[config.mk]
export PLATFORM = sky130hd
export DESIGN_NAME = traffic_phase_scheduler
export DESIGN_NICKNAME = d
export VERILOG_FILES = /design/src/rtl/traffic_phase_scheduler.sv
export SDC_FILE = /design/constraint.sdc
export NUM_CORES = 1
export LEC_CHECK = 0
export CORE_MARGIN = 2
export CORE_UTILIZATION = 35
export DETAILED_ROUTE_END_ITERATION = 10
export PLACE_DENSITY_LB_ADDON = 0.2
export SLEW_MARGIN = 20
export SYNTH_ARGS = -nofsm -noshare
export SYNTH_HDL_FRONTEND = slang
export SYNTH_SLANG_ARGS = --single-unit
[constraint.sdc]
create_clock -name io_in -period 1.6 [get_ports io_in]
set_input_delay 0.32 -clock io_in [delete_from_list [all_inputs] [get_ports io_in]]
set_output_delay 0.32 -clock io_in [all_outputs]
set_load 0.01 [all_outputs]
[src/rtl/traffic_phase_scheduler.sv]
// Phase sequencer for a two-road junction with a pedestrian crossing.
// The dwell timer, prescaler and request latch all live here, and the lamps are decoded from the registered phase.
module traffic_phase_scheduler #(
    parameter int ALLRED_TICKS = 1,
    parameter int GREEN_TICKS  = 8,
    parameter int YELLOW_TICKS = 2,
    parameter int WALK_TICKS   = 4,
    parameter int TIMER_W      = 4
) (
    input  logic [7:0] io_in,
    output logic [7:0] io_out
);

    typedef enum logic [2:0] {
        S_ALLRED_A,
        S_A_GREEN,
        S_A_YELLOW,
        S_ALLRED_B,
        S_B_GREEN,
        S_B_YELLOW,
        S_WALK,
        S_FLASH
    } state_t;

    localparam logic [TIMER_W-1:0] T_ALLRED = TIMER_W'(ALLRED_TICKS - 1);
    localparam logic [TIMER_W-1:0] T_GREEN  = TIMER_W'(GREEN_TICKS - 1);
    localparam logic [TIMER_W-1:0] T_YELLOW = TIMER_W'(YELLOW_TICKS - 1);
    localparam logic [TIMER_W-1:0] T_WALK   = TIMER_W'(WALK_TICKS - 1);

    logic       clk;
    logic       rst;
    logic       ped_req;
    logic       flash;
    logic       car_b;
    logic [1:0] sel;
    logic       unused_io;

    assign clk       = io_in[0];
    assign rst       = io_in[1];
    assign ped_req   = io_in[2];
    assign flash     = io_in[3];
    assign car_b     = io_in[4];
    assign unused_io = io_in[5];
    assign sel       = io_in[7:6];

    state_t               state_q, state_d;
    logic [TIMER_W-1:0]   timer_q, timer_d;
    logic [2:0]           presc_q;
    logic                 pend_q, pend_d;
    logic                 flash_ph_q, flash_ph_d;
    logic [2:0]           presc_mask;
    logic                 tick;
    state_t               nxt;

    // Timer reload value is the phase dwell minus one, so a phase spans exactly N ticks.
    function automatic logic [TIMER_W-1:0] dwell_of(input state_t s);
        case (s)
            S_A_GREEN, S_B_GREEN:   dwell_of = T_GREEN;
            S_A_YELLOW, S_B_YELLOW: dwell_of = T_YELLOW;
            S_WALK:                 dwell_of = T_WALK;
            default:                dwell_of = T_ALLRED;
        endcase
    endfunction

    always_comb begin
        case (sel)
            2'd0:    presc_mask = 3'b000;
            2'd1:    presc_mask = 3'b001;
            2'd2:    presc_mask = 3'b011;
            default: presc_mask = 3'b111;
        endcase
    end

    assign tick = ((presc_q & presc_mask) == 3'b000);

    always_comb begin
        state_d    = state_q;
        timer_d    = timer_q;
        pend_d     = pend_q;
        flash_ph_d = flash_ph_q;
        nxt        = state_q;

        if (state_q == S_FLASH) begin
            if (tick) begin
                flash_ph_d = ~flash_ph_q;
                if (!flash) begin
                    state_d = S_ALLRED_A;
                    timer_d = T_ALLRED;
                end
            end
        end else if (tick) begin
            if (timer_q != '0) begin
                timer_d = timer_q - TIMER_W'(1);
            end else begin
                case (state_q)
                    S_ALLRED_A: nxt = S_A_GREEN;
                    S_A_GREEN:  nxt = (car_b || pend_q) ? S_A_YELLOW : S_A_GREEN;
                    S_A_YELLOW: nxt = S_ALLRED_B;
                    S_ALLRED_B: nxt = S_B_GREEN;
                    S_B_GREEN:  nxt = S_B_YELLOW;
                    S_B_YELLOW: nxt = pend_q ? S_WALK : S_ALLRED_A;
                    default:    nxt = S_ALLRED_A;
                endcase
                if (flash) begin
                    state_d = S_FLASH;
                    timer_d = '0;
                end else begin
                    state_d = nxt;
                    timer_d = dwell_of(nxt);
                end
            end
        end

        // Entering WALK serves the request; that clear wins over a same-edge set.
        if (state_d == S_WALK && state_q != S_WALK) begin
            pend_d = 1'b0;
        end else if (ped_req && state_q != S_WALK) begin
            pend_d = 1'b1;
        end
    end

    always_ff @(posedge clk) begin
        if (rst) begin
            state_q    <= S_ALLRED_A;
            timer_q    <= T_ALLRED;
            presc_q    <= 3'd0;
            pend_q     <= 1'b0;
            flash_ph_q <= 1'b0;
        end else begin
            state_q    <= state_d;
            timer_q    <= timer_d;
            presc_q    <= presc_q + 3'd1;
            pend_q     <= pend_d;
            flash_ph_q <= flash_ph_d;
        end
    end

    always_comb begin
        io_out = 8'h00;
        case (state_q)
            S_ALLRED_A, S_ALLRED_B: io_out[6:0] = 7'h09;
            S_A_GREEN:              io_out[6:0] = 7'h0C;
            S_A_YELLOW:             io_out[6:0] = 7'h0A;
            S_B_GREEN:              io_out[6:0] = 7'h21;
            S_B_YELLOW:             io_out[6:0] = 7'h11;
            S_WALK:                 io_out[6:0] = 7'h49;
            default:                io_out[6:0] = flash_ph_q ? 7'h0A : 7'h00;
        endcase
        io_out[7] = pend_q;
    end

endmodule
# After elaboration in Yosys (flattened, before gate mapping)
# Index checks and enable logic that the tools add are counted.
# W data, S select, Z words.
[totals]
ff_bits = 12
input_bits = 8
out_inout_bits = 8
wordCells = 61
[classes]
add_sub_neg = 2
eq_ne = 17
mux = 22
n_bitwise = 2
n_reduce_logical = 13
[ops]
columns = ["op", "n"]
rows = [
  ["$pmux W7 S6", 1],
  ["$mux W3", 11],
  ["$eq A3 B3 Y1 const B", 8],
  ["$mux W4", 6],
  ["$pmux W3 S3", 2],
  ["$pmux W3 S6", 1],
  ["$eq A3 B2 Y1 const B", 3],
  ["$reduce_or A2 Y1", 4],
  ["$eq A3 B1 Y1 const B", 2],
  ["$logic_not A3 Y1", 2],
  ["$reduce_and A2 Y1", 2],
  ["$reduce_bool A4 Y1", 1],
  ["$sub A4 B1 Y4 const B", 1],
  ["$add A3 B1 Y3 const B", 1],
  ["$and A3 B3 Y3", 1],
  ["$ne A3 B3 Y1 const B", 1],
  ["$eq A2 B1 Y1 const B", 1],
  ["$eq A2 B2 Y1 const B", 1],
  ["$logic_and A1 B1 Y1", 2],
  ["$logic_not A2 Y1", 1],
  ["$mux W2", 1],
  ["$ne A2 B2 Y1 const B", 1],
  ["$logic_or A1 B1 Y1", 1],
  ["$not A1 Y1", 1],
]

# Depth between registers and ports, before layout
[logic_depth]
word_depth = 13
ltp_mapped = 7
depth_no_buf = 6

# Worst setup path after synthesis
# No wires, ideal clock.
[synth_path]
kind = "flip-flop to flip-flop"
startpoint = "reg timer_q[0]"
endpoint = "reg state_q[0]"
t_arrival_ns = 1.337
required_ns = 1.514
setup_slack_ns = 0.178
stages_incl_launch_ff = 8
n_path_buf = 1
path_cell_list = "dfxtp_1 > inv_1 > ha_1 > nor3b_2 > buf_2 > a21oi_1 > o21ai_1 > a211oi_1"
[synth_between]
elab_chain_len = 4
[synth_lines]
columns = ["element", "line_no", "text"]
rows = [
  ["start: declaration", "47", "logic [TIMER_W-1:0] timer_q, timer_d;"],
  ["start signal: assignment", "131", "timer_q <= timer_d;"],
  ["$reduce_bool A4 Y1", "92", "if (timer_q != '0) begin"],
  ["$mux W3", "92", ""],
  ["$mux W3", "91", "end else if (tick) begin"],
  ["$mux W3", "83", "if (state_q == S_FLASH) begin"],
  ["end signal: assignment", "130", "state_q <= state_d;"],
  ["end: declaration", "46", "state_t state_q, state_d;"],
]
# Every way passes these cells.
# A chain may end at the register's enable or synchronous reset.

==> metrics <==
WL met2 2020 µm; initial DRC count 170; Gate Count Post-Synth 112; WHS -0.0314 ns; run status complete, but fails checks; DR top layer met4; Final WS setup -0.356 ns; Crit Path Class clk -> reg; DR DRC count 0; Top cell by count, worst path buf_8; Setup Skew 0.0156 ns; post-route cell area 1970 µm²; Pwr Total 5.30 mW; final wirelength 4740 µm; ys async rst share 0; row count 19; slowest stage cell, crit path a211o_4; Worst R2R End timer_q[2]$_SDFFE_PP0P_; clk slew on worst S/H paths 0.10 ns; HP Class clk -> reg; Cell Area, Synth 962 µm²; Syn Nets 123; top post-synthesis cells by area dfxtp_1 (25%), a21oi_1 (5.2%), a211oi_2 (3.9%); CTS tree yes; HPWL after DPL 1670 µm; non-filler instance count after layout 241; CP startpoint kind clock port; worst-path fanout max 2; Bufs and invs on worst path 5; failing checks negative hold slack, negative setup slack; Final Core Density 0.732; Crit. Startpoint io_in[7]; final setup fails 13; Initial Util 0.358; pin count of the biggest net entering global routing 12; crit-path cells buf_8 > buf_8 > a21o_4 > buf_8 > buf_6 > a211o_4 > buf_6 > a211oi_2 > a221o_1; pwr dens 2690 nW/µm²; ant diodes 0; Die Span X 56.4 µm; #FFs+latches synth 12; Top FF cell, synth dfxtp_1; Max-slew headroom 0.729; Core Area 2690 µm²; RSZ-0062 raised after global routing yes; R2R Path Start state_q[0]$_SDFF_PP0_; commonest non-fill, non-tap cell in the layout clkbuf_4; Max-Cap Viols 0; mean post-synth cell area 8.59 µm²; drt via density 6.00; worst vdd ir 0.00232 V; vias in the first global route 1868; CP required 1.85 ns; Vias 1445; GRT Util Overall 0.295; critical path's largest stage delay 0.34 ns; crit path to timer_q[2]$_SDFFE_PP0P_; CP Capture Type flip-flop; post-synth top area share 0.250; CP arrival 2.20 ns; Final nets 208; commonest cells after routing, fill and taps aside clkbuf_4 (32), buf_4 (27), buf_6 (17); Hold Vio Cnt, Final 1; die footprint 3180 µm²; R2R Setup Slk -0.13 ns; Final Wtd Congestion 0.748; routed wl met3 716 µm; max-slew violations 0; number of stages on the worst setup path 9; Routed Antenna Nets 0; EDFF count, synth 0; ratio of cells with drive above 1 in the final layout 0.648; cells on worst reg2reg path 8; Clock Latency Late Sink 0.29 ns; post-place setup slack -0.118 ns; PortBufs 8; DR WL/cell 19.7 µm; Distinct cells, synth 46; Overflow after GRT 0; placed inst area 1110 µm²; CP top delay family compound AO/OA/AOI/OAI gates; chip height 56.4 µm; # IOs 16; WL met1 1510 µm; Leak Pwr 0.854 nW; sequential share of the synthesized area 0.250; initial antenna violation count 0; Yosys warning count 0; Worst Max-Slew Pin Slew 0.400 ns; post-synth top area cell dfxtp_1; area grow syn2layout 104%; setup TNS -2.04 ns; drt pass-1 iters 9; placed insts 156; global-route wire length before repair 7110 µm
## registers in the layout, indices dropped and copies added (netlist names)
| name | cells |
|---|---|
| timer_q | 4 |
| pend_q | 1 |
| presc_q | 3 |
| state_q | 3 |
| flash_ph_q | 1 |
## how the worst min path moves through the flow
stage	cells past startpoint	start	slack, ns	end
final	2	io_in[1]	-0.03	presc_q[2]$_SDFF_PP0_
after global routing	2	io_in[1]	-0.05	presc_q[2]$_SDFF_PP0_
after CTS	2	io_in[1]	-0.03	presc_q[2]$_SDFF_PP0_
after detailed placement	1	io_in[1]	0.07	presc_q[0]$_SDFF_PP0_
after global placement	1	io_in[1]	0.07	presc_q[0]$_SDFF_PP0_
after floorplan	2	io_in[1]	0.19	presc_q[0]$_SDFF_PP0_
## cell families after synthesis
family / synth area share
buffers and inverters: 0.109
xor gates and xnor gates: 0.0182
adders and majority gates: 0.0390
DFF: 0.250
AOI/OAI and AO/OA: 0.369
and+or+nand+nor: 0.215
## worst reg2reg max path, delay by kind of cell (launching register included)
family | cells | cell delay [ns]
compound gates | 4 | 0.79
buf+inv | 4 | 0.53
flops | 1 | 0.37
## Yosys cell counts, types with 3 or more instances
cell type and count:
o21ai_0 6, a211oi_2 3, nand2_1 5, buf_2 3, ha_1 3, nand2b_1 3, a21oi_1 10, nor2b_1 3
nor2_1 6, buf_4 3, buf_6 3, inv_1 7, nor3_1 4, dfxtp_1 12
## area by class of cell
| type | count | area, µm² |
|---|---|---|
| clock buffer | 68 | 562 |
| clock inverter | 7 | 57.6 |
| fill | 198 | 719 |
| inverter | 7 | 28.8 |
| multi-input combinational | 82 | 738 |
| sequential | 12 | 260 |
| tap | 31 | 38.8 |
| timing repair buffer | 34 | 282 |
## repair_timing
| action | CTS | global route |
|---|---|---|
| setup endpoints to repair | 22 | 26 |
| pin swaps | 14 | 16 |
| hold buffers | 0 | 0 |
| gates resized for setup | 46 | 50 |
| setup buffers | 14 | 13 |
## power breakdown
group | internal [mW] | switching (mW) | total [mW]
clock network | 2.89 | 2.08 | 4.97
logic | 0 | 0 | 0.000000255
registers | 0.325 | 0 | 0.325
## layer usage
metal	track usage	vias to the layer above
met5	0.0357	-
met4	0.480	0
met2	0.306	148
met1	0.186	644
li1	-	602
met3	0.364	51
No activity file was read; power rests on OpenSTA's default activity.
